`src/rtl/instr_decode_stage_if.sv`:
```
// Handshake bundle between fetch, the decode stage and the control/execute side.
// The stage itself uses the slave modport; the fetch/consumer side uses master.
interface instr_decode_stage_if #(
    parameter int COUNT_W = 16
);
    logic               in_valid;
    logic [15:0]        in_instr;
    logic [7:0]         in_pc;
    logic               in_ready;
    logic               out_ready;
    logic               flush;
    logic               out_valid;
    logic [22:0]        op_vec;
    logic [1:0]         out_x;
    logic [1:0]         out_y;
    logic [7:0]         out_imm;
    logic [7:0]         out_pc;
    logic               out_illegal;
    logic [COUNT_W-1:0] decode_count;

    modport master (
        output in_valid, in_instr, in_pc, out_ready, flush,
        input  in_ready, out_valid, op_vec, out_x, out_y, out_imm, out_pc,
               out_illegal, decode_count
    );

    modport slave (
        input  in_valid, in_instr, in_pc, out_ready, flush,
        output in_ready, out_valid, op_vec, out_x, out_y, out_imm, out_pc,
               out_illegal, decode_count
    );
endinterface

```
`src/rtl/instr_decode_stage.sv`:
```
// i281 decode stage: decodes a 16-bit word into a one-hot opcode plus X/Y/imm
// fields and holds it in one pipeline register with valid/ready and flush.
module instr_decode_stage #(
    parameter int COUNT_W = 16
) (
    input logic                 clk,
    input logic                 rst_n,
    instr_decode_stage_if.slave bus
);
    localparam int OP_NOOP    = 0;
    localparam int OP_INPUTC  = 1;
    localparam int OP_INPUTCF = 2;
    localparam int OP_INPUTD  = 3;
    localparam int OP_INPUTDF = 4;
    localparam int OP_MOVE    = 5;
    localparam int OP_LOADI   = 6;
    localparam int OP_ADD     = 7;
    localparam int OP_ADDI    = 8;
    localparam int OP_SUB     = 9;
    localparam int OP_SUBI    = 10;
    localparam int OP_LOAD    = 11;
    localparam int OP_LOADF   = 12;
    localparam int OP_STORE   = 13;
    localparam int OP_STOREF  = 14;
    localparam int OP_SHIFTL  = 15;
    localparam int OP_SHIFTR  = 16;
    localparam int OP_CMP     = 17;
    localparam int OP_JUMP    = 18;
    localparam int OP_BRE     = 19;
    localparam int OP_BRNE    = 20;
    localparam int OP_BRG     = 21;
    localparam int OP_BRGE    = 22;

    logic [3:0]         w_opc;
    logic [1:0]         w_y;
    logic [22:0]        w_op_vec;
    logic               w_illegal;
    logic               w_in_ready;
    logic               w_accept;

    logic               r_valid;
    logic [22:0]        r_op_vec;
    logic [1:0]         r_x;
    logic [1:0]         r_y;
    logic [7:0]         r_imm;
    logic [7:0]         r_pc;
    logic               r_illegal;
    logic [COUNT_W-1:0] r_count;

    assign w_opc = bus.in_instr[15:12];
    assign w_y   = bus.in_instr[9:8];

    always_comb begin
        // NOTE: defaults first so every path assigns every output; a missed path would infer a latch.
        w_op_vec  = '0;
        w_illegal = 1'b0;
        case (w_opc)
            4'h0: w_op_vec[OP_NOOP]   = 1'b1;
            4'h1: begin
                case (w_y)
                    2'b00:   w_op_vec[OP_INPUTC]  = 1'b1;
                    2'b01:   w_op_vec[OP_INPUTCF] = 1'b1;
                    2'b10:   w_op_vec[OP_INPUTD]  = 1'b1;
                    default: w_op_vec[OP_INPUTDF] = 1'b1;
                endcase
            end
            4'h2: w_op_vec[OP_MOVE]   = 1'b1;
            4'h3: w_op_vec[OP_LOADI]  = 1'b1;
            4'h4: w_op_vec[OP_ADD]    = 1'b1;
            4'h5: w_op_vec[OP_ADDI]   = 1'b1;
            4'h6: w_op_vec[OP_SUB]    = 1'b1;
            4'h7: w_op_vec[OP_SUBI]   = 1'b1;
            4'h8: w_op_vec[OP_LOAD]   = 1'b1;
            4'h9: w_op_vec[OP_LOADF]  = 1'b1;
            4'hA: w_op_vec[OP_STORE]  = 1'b1;
            4'hB: w_op_vec[OP_STOREF] = 1'b1;
            4'hC: begin
                // Y1=1 in the shift group is reserved: decode as NOOP and flag it.
                case (w_y)
                    2'b00:   w_op_vec[OP_SHIFTL] = 1'b1;
                    2'b01:   w_op_vec[OP_SHIFTR] = 1'b1;
                    default: begin
                        w_op_vec[OP_NOOP] = 1'b1;
                        w_illegal         = 1'b1;
                    end
                endcase
            end
            4'hD: w_op_vec[OP_CMP]    = 1'b1;
            4'hE: w_op_vec[OP_JUMP]   = 1'b1;
            default: begin
                case (w_y)
                    2'b00:   w_op_vec[OP_BRE]  = 1'b1;
                    2'b01:   w_op_vec[OP_BRNE] = 1'b1;
                    2'b10:   w_op_vec[OP_BRG]  = 1'b1;
                    default: w_op_vec[OP_BRGE] = 1'b1;
                endcase
            end
        endcase
    end

    assign w_in_ready = ~bus.flush & (~r_valid | bus.out_ready);
    assign w_accept   = bus.in_valid & w_in_ready;

    always_ff @(posedge clk or negedge rst_n) begin
        if (!rst_n) begin
            r_valid   <= 1'b0;
            r_op_vec  <= '0;
            r_x       <= '0;
            r_y       <= '0;
            r_imm     <= '0;
            r_pc      <= '0;
            r_illegal <= 1'b0;
            r_count   <= '0;
        end else if (bus.flush) begin
            // NOTE: non-blocking so every register samples pre-edge values regardless of statement order.
            r_valid   <= 1'b0;
            r_op_vec  <= '0;
            r_illegal <= 1'b0;
        end else if (w_accept) begin
            r_valid   <= 1'b1;
            r_op_vec  <= w_op_vec;
            r_x       <= bus.in_instr[11:10];
            r_y       <= w_y;
            r_imm     <= bus.in_instr[7:0];
            r_pc      <= bus.in_pc;
            r_illegal <= w_illegal;
            r_count   <= r_count + COUNT_W'(1);
        end else if (r_valid && bus.out_ready) begin
            // Consumed with nothing behind it: empty, but fields keep their last values.
            r_valid   <= 1'b0;
            r_op_vec  <= '0;
            r_illegal <= 1'b0;
        end
    end

    assign bus.in_ready     = w_in_ready;
    assign bus.out_valid    = r_valid;
    assign bus.op_vec       = r_op_vec;
    assign bus.out_x        = r_x;
    assign bus.out_y        = r_y;
    assign bus.out_imm      = r_imm;
    assign bus.out_pc       = r_pc;
    assign bus.out_illegal  = r_illegal;
    assign bus.decode_count = r_count;
endmodule

```
`src/flat_wrapper.sv`:
```
// flat-port wrapper written by rule: the top's interface ports become plain ports
module instr_decode_stage_flat 
#(
    parameter int COUNT_W = 16
)
  (clk, rst_n, bus_in_valid, bus_in_instr, bus_in_pc, bus_out_ready, bus_flush, bus_in_ready, bus_out_valid, bus_op_vec, bus_out_x, bus_out_y, bus_out_imm, bus_out_pc, bus_out_illegal, bus_decode_count);
  instr_decode_stage_if #(.COUNT_W(COUNT_W)) bus_i ();
  input logic clk;
  input logic rst_n;
  input wire logic [$bits(bus_i.in_valid)-1:0] bus_in_valid;
  input wire logic [$bits(bus_i.in_instr)-1:0] bus_in_instr;
  input wire logic [$bits(bus_i.in_pc)-1:0] bus_in_pc;
  input wire logic [$bits(bus_i.out_ready)-1:0] bus_out_ready;
  input wire logic [$bits(bus_i.flush)-1:0] bus_flush;
  output wire logic [$bits(bus_i.in_ready)-1:0] bus_in_ready;
  output wire logic [$bits(bus_i.out_valid)-1:0] bus_out_valid;
  output wire logic [$bits(bus_i.op_vec)-1:0] bus_op_vec;
  output wire logic [$bits(bus_i.out_x)-1:0] bus_out_x;
  output wire logic [$bits(bus_i.out_y)-1:0] bus_out_y;
  output wire logic [$bits(bus_i.out_imm)-1:0] bus_out_imm;
  output wire logic [$bits(bus_i.out_pc)-1:0] bus_out_pc;
  output wire logic [$bits(bus_i.out_illegal)-1:0] bus_out_illegal;
  output wire logic [$bits(bus_i.decode_count)-1:0] bus_decode_count;
  assign bus_i.in_valid = bus_in_valid;
  assign bus_i.in_instr = bus_in_instr;
  assign bus_i.in_pc = bus_in_pc;
  assign bus_i.out_ready = bus_out_ready;
  assign bus_i.flush = bus_flush;
  assign bus_in_ready = bus_i.in_ready;
  assign bus_out_valid = bus_i.out_valid;
  assign bus_op_vec = bus_i.op_vec;
  assign bus_out_x = bus_i.out_x;
  assign bus_out_y = bus_i.out_y;
  assign bus_out_imm = bus_i.out_imm;
  assign bus_out_pc = bus_i.out_pc;
  assign bus_out_illegal = bus_i.out_illegal;
  assign bus_decode_count = bus_i.decode_count;
  instr_decode_stage #(.COUNT_W(COUNT_W)) u_core (.clk(clk), .rst_n(rst_n), .bus(bus_i));
endmodule
```
`config.mk`:
```
export PLATFORM = sky130hd
export DESIGN_NAME = instr_decode_stage_flat
export DESIGN_NICKNAME = d
export VERILOG_FILES = /design/src/rtl/instr_decode_stage_if.sv /design/src/rtl/instr_decode_stage.sv /design/src/flat_wrapper.sv
export SDC_FILE = /design/constraint.sdc
export NUM_CORES = 1
export LEC_CHECK = 0
export CORE_UTILIZATION = 34
export CTS_CLUSTER_DIAMETER = 150
export DETAILED_ROUTE_END_ITERATION = 6
export PLACE_DENSITY = 0.7
export SYNTH_ARGS = -nofsm -noshare
export SYNTH_HDL_FRONTEND = slang
export SYNTH_SLANG_ARGS = --single-unit
```
`constraint.sdc`:
```
create_clock -name clk -period 1.9 [get_ports clk]
set_clock_uncertainty 0.2 [all_clocks]
set_input_delay 0.285 -clock clk [delete_from_list [all_inputs] [get_ports clk]]
set_output_delay 0.285 -clock clk [all_outputs]
set_load 0.01 [all_outputs]
```
==> results of run 1 <==
synth_stat cells:
cell type,count,area (sq um)
ha_1,1,12.5
o21ai_0,5,25.0
a22o_1,15,131
nand3b_1,1,7.51
or2_2,1,6.26
xnor2_1,7,61.3
dfrtp_1,61,1530
nor3b_1,3,22.5
nand3_2,1,10.0
nor3_2,1,10.0
nor2_1,9,33.8
and3_1,4,25.0
and4_1,1,8.76
nand2b_4,1,13.8
and2b_1,1,7.51
nand4b_4,1,23.8
a32o_1,8,80.1
nor4_1,1,6.26
a21oi_2,1,8.76
buf_4,3,22.5
nor3b_2,1,12.5
nor2b_1,2,12.5
nor4_2,2,25.0
nor3_1,3,15.0
inv_1,2,7.51
xnor2_2,1,16.3
buf_2,4,20.0
nand2_1,76,285
or4_1,1,7.51
or4_4,1,11.3
or3_1,2,12.5
nand4_1,3,18.8
clkbuf_1,3,11.3
xor2_1,5,43.8
nand3_1,4,20.0
state kept, by name, indices dropped and copies added, names as in the netlist:
register and count:
u_core.bus.out_imm 8, u_core.bus.op_vec 23, u_core.bus.out_pc 8, u_core.bus.out_illegal 1, u_core.bus.out_y 2, u_core.bus.out_x 2
u_core.bus.decode_count 16, u_core.bus.out_valid 1
power groups by stage:
stage,logic (mW),registers [mW],clock network [mW]
6_report,0.746,1.56,1.15
5_1_grt,0.820,1.58,1.24
4_1_cts,0.711,1.57,1.19
3_5_place_dp,0.703,1.59,0
3_3_place_gp,0.691,1.59,0
2_1_floorplan,0.246,1.60,0
per-stage QoR:
step | hold WS, ns | cell area [sq um] | utilization | setup WS [ns]
final | 0.269 | 3930 | 0.541 | 0.0709
after CTS | 0.266 | 3910 | 0.539 | 0.0130
after global placement | 0.117 | 3690 | 0.509 | -0.165
after detailed placement | 0.119 | 3690 | 0.509 | -0.188
after floorplan | -0.211 | 2560 | - | 0.213
after global routing | 0.287 | 3930 | 0.541 | 0.0141
worst paths after layout:
| check | cells past startpoint | endpoint | startpoint |
|---|---|---|---|
| setup / recovery | 1 | bus_decode_count[5] | u_core.bus.decode_count[5] |
| hold / removal | 1 | u_core.bus.decode_count[15] | u_core.bus.decode_count[15] |
| setup reg to reg | 7 | u_core.bus.op_vec[10] | u_core.bus.out_valid |
| hold reg to reg | 1 | u_core.bus.decode_count[15] | u_core.bus.decode_count[15] |
| max in group asynchronous | 3 | u_core.bus.decode_count[2] | rst_n |
| min in group asynchronous | 3 | u_core.bus.decode_count[9] | rst_n |
cell families after synthesis:
family                     after synthesis
DFF                                     61
buffers and inverters                   12
xor gates and xnor gates                13
AOI/OAI and AO/OA                       29
adders and majority gates                1
and+or+nand+nor                        120
cell type report:
| cell class | count | area share |
|---|---|---|
| clock inverter | 4 | 0.0121 |
| clock buffer | 11 | 0.0386 |
| timing repair buffer | 110 | 0.276 |
| inverter | 2 | 0.00191 |
| multi-input combinational | 163 | 0.250 |
| tap | 99 | 0.0316 |
| sequential | 61 | 0.390 |
layer usage:
layer / share of wire / global-route usage
met4: 0.0094 / 0.0660
met3: 0.063 / 0.0466
met1: 0.47 / 0.223
met5: 0 / 0
met2: 0.46 / 0.263
repair_timing:
action | 4_1_cts | 5_1_grt
endpoints found under the setup margin | 2 | 3
hold endpoints to repair | 61 | 0
resized for setup | 2 | 2
gates cloned | 0 | 0
buffers inserted | 1 | 2
hold buffers | 1 | 0
layout by cell type, fill, tap and decap left out, drive strengths merged, types with 2 or more instances in the layout:
| master | instances |
|---|---|
| xnor2 | 8 |
| or3 | 2 |
| clkinv | 2 |
| nor3 | 4 |
| nand2 | 76 |
| inv | 2 |
| buf | 20 |
| nor2 | 9 |
| nor4 | 3 |
| a32o | 8 |
| a22o | 15 |
| clkdlybuf4s50 | 88 |
| nor3b | 4 |
| nor2b | 2 |
| xor2 | 5 |
| or4 | 2 |
| dfrtp | 61 |
| clkbuf | 11 |
| nand3 | 5 |
| o21ai | 5 |
| nand4 | 3 |
| and3 | 4 |
==> reports/summary.md, run 1 <==
The run finished with clean final reports. The arrival time of data at the critical path endpoint came out at 1.34 ns. Counting the fill cells in the layout gives 656. Total grt overflow: 0. The critical path goes through clkdlybuf4s50_1.

The number of global-route vias before repair is 2065, and the post-detailed-routing wire length is 6250 microns. On the critical path, the stage with the largest delay is an instance of clkdlybuf4s50_1. The tools report the power share of the sequential group as 0.451. For the maximum root-to-sink buffer count, the log shows 2. The final number of setup-violating endpoints is 0, and the post-synthesis compound-gate area fraction is 0.0957. The final count of pins violating max slew was 0; the initial standard-cell utilization of the core was 0.353. The total buffers and inverters traversed by the critical path works out to 1.

The area share of fa/ha/maj cells after synthesis came out at 0.00488. The first-pass GRT wire length is 10000 microns. Leaving out filler cells and counting taps, the final layout contains 450.

Pin placement for this block handled 91 I/O pins. The tightest min-delay check is of the register to register type. The post-route total power is 3.46 mW. The worst setup path is of the register to output port kind. Setup repair after global routing left no endpoint under its margin.

STA classifies the critical path startpoint as a register. The synthesized design contains 61 register bits. The worst-case register-to-register setup slack is 0.12 ns. On the critical path the largest part of the delay comes from buffers and inverters. The number of max-capacitance violations reported came out at 0. For the worst setup path, the data required time is 1.41 ns. TritonCTS built the clock tree. The register area share after synthesis was 0.596. The combinational cell fraction of total power is 0.216, and the source-to-sink clock delay at the later pin of the worst-skew pair is 0.32 ns. The number of instances in the synthesized netlist is 236.

STA classifies the critical path endpoint as an output port. The number of vias per cell after detailed routing works out to 4.74. The tools report the number of hold-slack violations in the final timing report as 0. After layout, the minimum clock period comes to 1.83 ns. In the routed design, unresolved DRC markers number 0.

The logs give 1.79 nW for the reported leakage power and 0.746 for the headroom to the max-slew limit. The violation count after the first detailed-routing iteration is 124, and the switching share of power is 0.276. Summing all multi-input logic gate instances after layout gives 980 sq um. The tools report the number of different library cells in the post-synthesis netlist as 35. The die area is 7890 sq um. The tools report the root buffer selected by CTS as clkbuf_8.

At the pin with the least slew margin, the transition time is 0.381 ns. Summed over all failing endpoints, the final setup total negative slack is 0 ns. Dividing the synthesized area by the synthesized cell count gives 10.9 sq um. The floorplan has 31 rows. The number of warnings issued by yosys is 0, and the average detailed-routed wire length per instance is 13.9 microns. The part of the cycle the worst path needs was 0.963; the net total in the final layout was 377. The HPWL after detailed placement was 4360 microns; the largest net degree at the start of global routing was 62. The horizontal die dimension was 88.8 microns; the final weighted congestion in routability-driven placement was 0.760.

Input and output buffers added on the ports amount to 90. Once placement completed, the tool counted placed cells totaling 431. The largest stage delay on the critical path came out at 0.58 ns. The antenna violation net count after detailed routing is 0, and the area of the core is 7250 sq um.

The highest clock frequency the design can meet is 547 MHz, and the count of TritonRoute iterations in the first routing pass is 4. The sequential cells in the finished layout cover a total of 1530 sq um. For this design the ratio of total power to cell area is 881 nW/um^2. The number of antenna violations at the first check in global routing came out at 0.

Across all layers, the routed design uses 2133 vias. The synthesized netlist occupies a cell area of 2560 sq um. Clock-pin slew was measured on the worst setup and hold paths at 0.07 ns. Along the worst path, the maximum fanout reaches 5. The xor-xnor portion of the synthesized cell area is 0.0474.

The share of cell area taken by muxes after synthesis works out to 0. The number of nets in the synthesized netlist is 266. The tools report the clock network power share as 0.333. The internal power was 2.50 mW.

Total routing resource utilization after global routing: 0.169. The number of H-tree branching levels was 3. Die outline height: 88.8 microns. The area growth from synthesis to layout came out at 53.2%.

The run gives 61 as the clock sink count. The number of buffers created by CTS was 9. The share of final-layout standard cells stronger than drive strength 1 came out at 0.142. The fraction of the mapped netlist area in simple logic gates works out to 0.232. 0 antenna diodes ended up in the layout. The analysis attributes to net switching a power of 953 uW. Dominant combinational cell family by area after synthesis: simple AND/OR/NAND/NOR gates.

Maximum resistive drop on vdd: 375 uV.
No activity file was read; power rests on OpenSTA's default activity.
==> inputs of run 2 (changes only) <==
--- a/config.mk
+++ b/config.mk
@@ -5,6 +5,8 @@
 export SDC_FILE = /design/constraint.sdc
 export NUM_CORES = 1
 export LEC_CHECK = 0
+export ABC_CLOCK_PERIOD_IN_PS = 1900
+export CAP_MARGIN = 15
 export CORE_UTILIZATION = 34
 export CTS_CLUSTER_DIAMETER = 150
 export DETAILED_ROUTE_END_ITERATION = 6
==> results of run 2 <==
The final DEF is identical to that of run 1; final timing and power are the same.
==> inputs of run 3 (changes only) <==
--- a/config.mk
+++ b/config.mk
@@ -5,12 +5,14 @@
 export SDC_FILE = /design/constraint.sdc
 export NUM_CORES = 1
 export LEC_CHECK = 0
+export ABC_AREA = 1
 export ABC_CLOCK_PERIOD_IN_PS = 1900
 export CAP_MARGIN = 15
 export CORE_UTILIZATION = 34
 export CTS_CLUSTER_DIAMETER = 150
 export DETAILED_ROUTE_END_ITERATION = 6
-export PLACE_DENSITY = 0.7
+export DONT_BUFFER_PORTS = 1
+export PLACE_DENSITY = 0.55
 export SYNTH_ARGS = -nofsm -noshare
 export SYNTH_HDL_FRONTEND = slang
 export SYNTH_SLANG_ARGS = --single-unit
==> run 3 against run 2 <==
  * The flow now finishes with violations (hold timing)
  * Global-route usage fell by 1.3 points
  * Maximum frequency rose by 7.1%
  * Sequential cell count did not move
  * Total power fell by 17%
  * Register-to-register slack improved by 0.10 ns
  * Wire length fell by 0.50%
  * Synthesized cell count rose by 36%
  * Critical endpoint is now u_core.bus.op_vec[4]
  * Largest cell class unchanged
==> reports/summary.md, run 3 <==
The root buffer selected by CTS is clkbuf_8. The source-to-sink clock delay at the later pin of the worst-skew pair was 0.33 ns (about the same); the maximum root-to-sink buffer count was 2 (unchanged). The run gives 30 (+29) as the count of hold buffers inserted by post-cts repair. The final reports fail on hold timing.

The area of the core was 7730 sq um (+6.5%); the part of the cycle the worst path needs was 0.899 (-0.0635). The I/O pin count was 91 (unchanged). The post-synth net total is 351 (+32%), and the fraction of registers with async set or reset after synthesis is 1.00 (unchanged). Summed over all instances, the cell type with the most area after synthesis is dfrtp_1.

The tools report the category of the worst setup path capture point as a register. In the synthesized netlist the dominant register cell turns out to be dfrtp_1. The biggest fanout along the worst timing path came out at 4 (-1).

The number of vias per cell after detailed routing works out to 4.68 (-1.2%). The total grt overflow was 0 (unchanged); the mean instance size in the synthesized netlist was 8.44 sq um (-22%). The combined flip-flop and latch cell area was 1530 sq um (-0.25%). TritonCTS built the clock tree.

Classification of the worst setup path: primary input to register. The tools report the maximum resistive drop on vdd as 378 uV (+0.77%). On the critical path, the stage with the largest delay is an instance of dlygate4sd3_1. The area share of fa/ha/maj cells after synthesis came out at 0.00462 (-0.000266). Relative to the synthesized area, the layout overhead comes to 21.3%.

HPWL after detailed placement: 4030 microns (-7.4%). Post-synthesis compound-gate area fraction: 0.0443 (-0.0514). The share of the core filled with cells is 0.425 (-0.116), and the share of cell area taken by muxes after synthesis is 0 (unchanged).

The net switching component of the power is 818 uW (-14%), and the number of antenna violations at the first check in global routing is 0 (unchanged). The number of global-route vias before repair is 2171 (+5.1%), and the final number of setup-violating endpoints is 0 (unchanged). The arrival time of data at the critical path endpoint is 1.76 ns (+0.42 ns), and the portion of synthesized cell area occupied by the leading cell type is 0.563 (-0.0325). Ranked by total cell area, the synthesized netlist is headed by dfrtp_1 56%, nand2_1 16%, nand3_1 7.6%. The die outline height is 91.3 microns (+2.8%), and the count of TritonRoute iterations in the first routing pass is 4 (unchanged). The tools report the internal power as 2.06 mW (-18%). The xor-xnor portion of the synthesized cell area was 0.0291 (-0.0183).

The tools report the number of buffers created by CTS as 9 (unchanged). The number of remaining DRC errors came out at 0 (unchanged). The share of final-layout standard cells stronger than drive strength 1 works out to 0.0694 (-0.0730). The largest stage delay on the critical path came out at 0.57 ns (about the same).

The clock sink count is 61 (unchanged), and the slew at the pin with the worst max-slew slack is 0.510 ns (+0.129 ns). The logs give 0.812 (+6.9%) for the final weighted congestion in routability-driven placement and 386 (+2.4%) for the net total in the final layout. The die area was 8330 sq um (+5.6%); the clock period minus final worst setup slack was 1.71 ns (-0.121 ns). The horizontal die dimension was 91.3 microns (+2.8%); the post-detailed-routing wire length was 6220 microns (-0.50%). The total negative setup slack was 0 ns (unchanged). The logs give 0 (unchanged) for the number of antenna cells inserted and 32 (+3.2%) for the number of core rows.

In the layout the commonest cells are 117 x nand2_1, 61 x dfrtp_1, 41 x nand3_1. The tools report the register area share after synthesis as 0.563 (-0.0325). Kind of start point of the critical path: a primary input. The run gives 77 (-38%) as the violation count after the first detailed-routing iteration. The clock-pin slew on the worst setup and hold paths is 0.07 ns (about the same).

The commonest cells after synthesis are 117 x nand2_1, 61 x dfrtp_1, 41 x nand3_1. The power share of the sequential group was 0.557 (+0.106). The tools report the total via count after detailed routing as 2163 (+1.4%). Flip-flop count of the largest register, all copies and words added: 23 (unchanged).

The number of hold-slack violations in the final timing report was 61 (+61). Antenna violation net count after detailed routing: 0 (unchanged). The run gives 0.212 ns (+0.401 ns) as the placement-stage worst setup slack. The path class of the tightest hold or removal check is primary input to async pin. The logs give 776 (+18%) for the final-layout fill cell count and 0.110 (-0.106) for the combinational cell fraction of total power. First-pass GRT wire length: 10200 microns (+2.2%). The run finished, with violations left. Number of register bits inferred by synthesis: 61 (unchanged). The number of enable flip-flop cells after synthesis is 0 (unchanged), and the number of warnings issued by yosys is 0 (unchanged). Setup repair after global routing left no endpoint under its margin. Required time at the endpoint of the critical path: 1.95 ns (+0.54 ns). In the post-synthesis netlist, the cell with the most instances is nand2_1.

The fraction of the mapped netlist area in simple logic gates is 0.298 (+0.0658), and the headroom to the max-slew limit is 0.658 (-0.0880). For the number of H-tree branching levels, the log shows 3 (unchanged). The total routing resource utilization after global routing is 0.156 (-0.0125).

The average detailed-routed wire length per instance was 13.5 microns (-3.1%); the total power per unit cell area was 876 nW/um^2 (-0.49%). The number of port buffers is 0 (-100%), and the multi-input gate area in the final layout is 1020 sq um (+4.3%). Walking the worst path, the cells encountered are dlygate4sd3_1, inv_1, nand2_1, nor3_1, nand3_1, o21ai_1. The post-route worst hold slack was -0.559 ns (-0.828 ns). The combined area of all synthesized cells was 2710 sq um (+5.8%); the clock network power share was 0.333 (about the same).

The logs give 0 (unchanged) for the final count of pins violating max slew and 62 (unchanged) for the largest net degree at the start of global routing. The switching share of power came out at 0.284 (+0.00819). Leaving out fill and tap cells, the most frequent cell in the layout is nand2_1.

The run gives 321 (+36%) as the number of instances in the synthesized netlist. The number of different library cells in the post-synthesis netlist came out at 22 (-37%). Dominant combinational cell family by area after synthesis: simple AND/OR/NAND/NOR gates. The logs give 1.63 nW (-8.7%) for the reported leakage power and 0 (unchanged) for the number of max-capacitance violations reported. Highest clock frequency the design can meet: 585 MHz (+7.1%). The initial standard-cell utilization of the core came out at 0.351 (-0.00257). For the post-route worst setup slack, the log shows 0.192 ns (+0.121 ns).
run 3: final cells by class:
type,instances,share of cell area
clock inverters,2,0.00305
repair buffers,35,0.104
well taps,102,0.0388
clock buffers,13,0.0453
flip-flops and latches,61,0.464
inverters,29,0.0331
multi-input cells,220,0.311
run 3: logic make-up (layout without fill, tap and decap cells):
group,count (synthesis),after routing
adder cells (fa/ha/maj),1,1
buffers and inverters,40,79
XOR/XNOR,9,9
flip-flops,61,61
AND/OR/NAND/NOR,187,187
AO/OA/AOI/OAI,23,23
run 3: final timing paths:
check / slack [ns] / cells past startpoint / from / end
worst max register to register: 0.22 / 6 / u_core.bus.out_valid / u_core.bus.out_imm[7]
worst max-delay path: 0.19 / 6 / bus_in_instr[13] / u_core.bus.op_vec[4]
max in group asynchronous: 1.91 / 0 / rst_n / u_core.bus.decode_count[10]
worst min register to register: 0.35 / 2 / u_core.bus.out_pc[5] / u_core.bus.out_pc[5]
worst min-delay path: -0.56 / 0 / rst_n / u_core.bus.decode_count[9]
min in group clk: 0.05 / 3 / bus_in_valid / u_core.bus.decode_count[14]
run 3: per-layer routing:
layer | track usage | share of wire | wire [microns]
met5 | 0 | 0 | 0
met2 | 0.249 | 0.48 | 2950
met3 | 0.0436 | 0.049 | 303
met1 | 0.197 | 0.46 | 2840
met4 | 0.0701 | 0.019 | 118
run 3: worst max-delay path: cells and delay by family:
family | cells | cell delay, ns
buffers and inverters | 2 | 0.67
AND/OR/NAND/NOR | 3 | 0.66
AO/OA/AOI/OAI | 1 | 0.15
run 3: power groups by stage:
stage                     Clock (mW)  Sequential [mW]  Combinational (mW)
final                          0.960             1.60               0.316
after global routing            1.06             1.62               0.360
after CTS                       1.01             1.61               0.315
after detailed placement           0             1.63               0.259
after global placement             0             1.63               0.257
after floorplan                    0             1.60               0.217
run 3: repair_timing:
action | CTS | global route
endpoints found under the setup margin | 0 | 3
resized for setup | 0 | 3
endpoints found under the hold margin | 106 | 61
buffers inserted | 0 | 0
run 3: through the flow:
stage,total power [mW],std cells,instance area (sq um)
floorplan,1.81,321,2710
global placement,1.89,417,2820
detailed placement,1.89,417,2820
CTS,2.93,462,3280
global route,3.04,462,3290
finish,2.88,462,3290
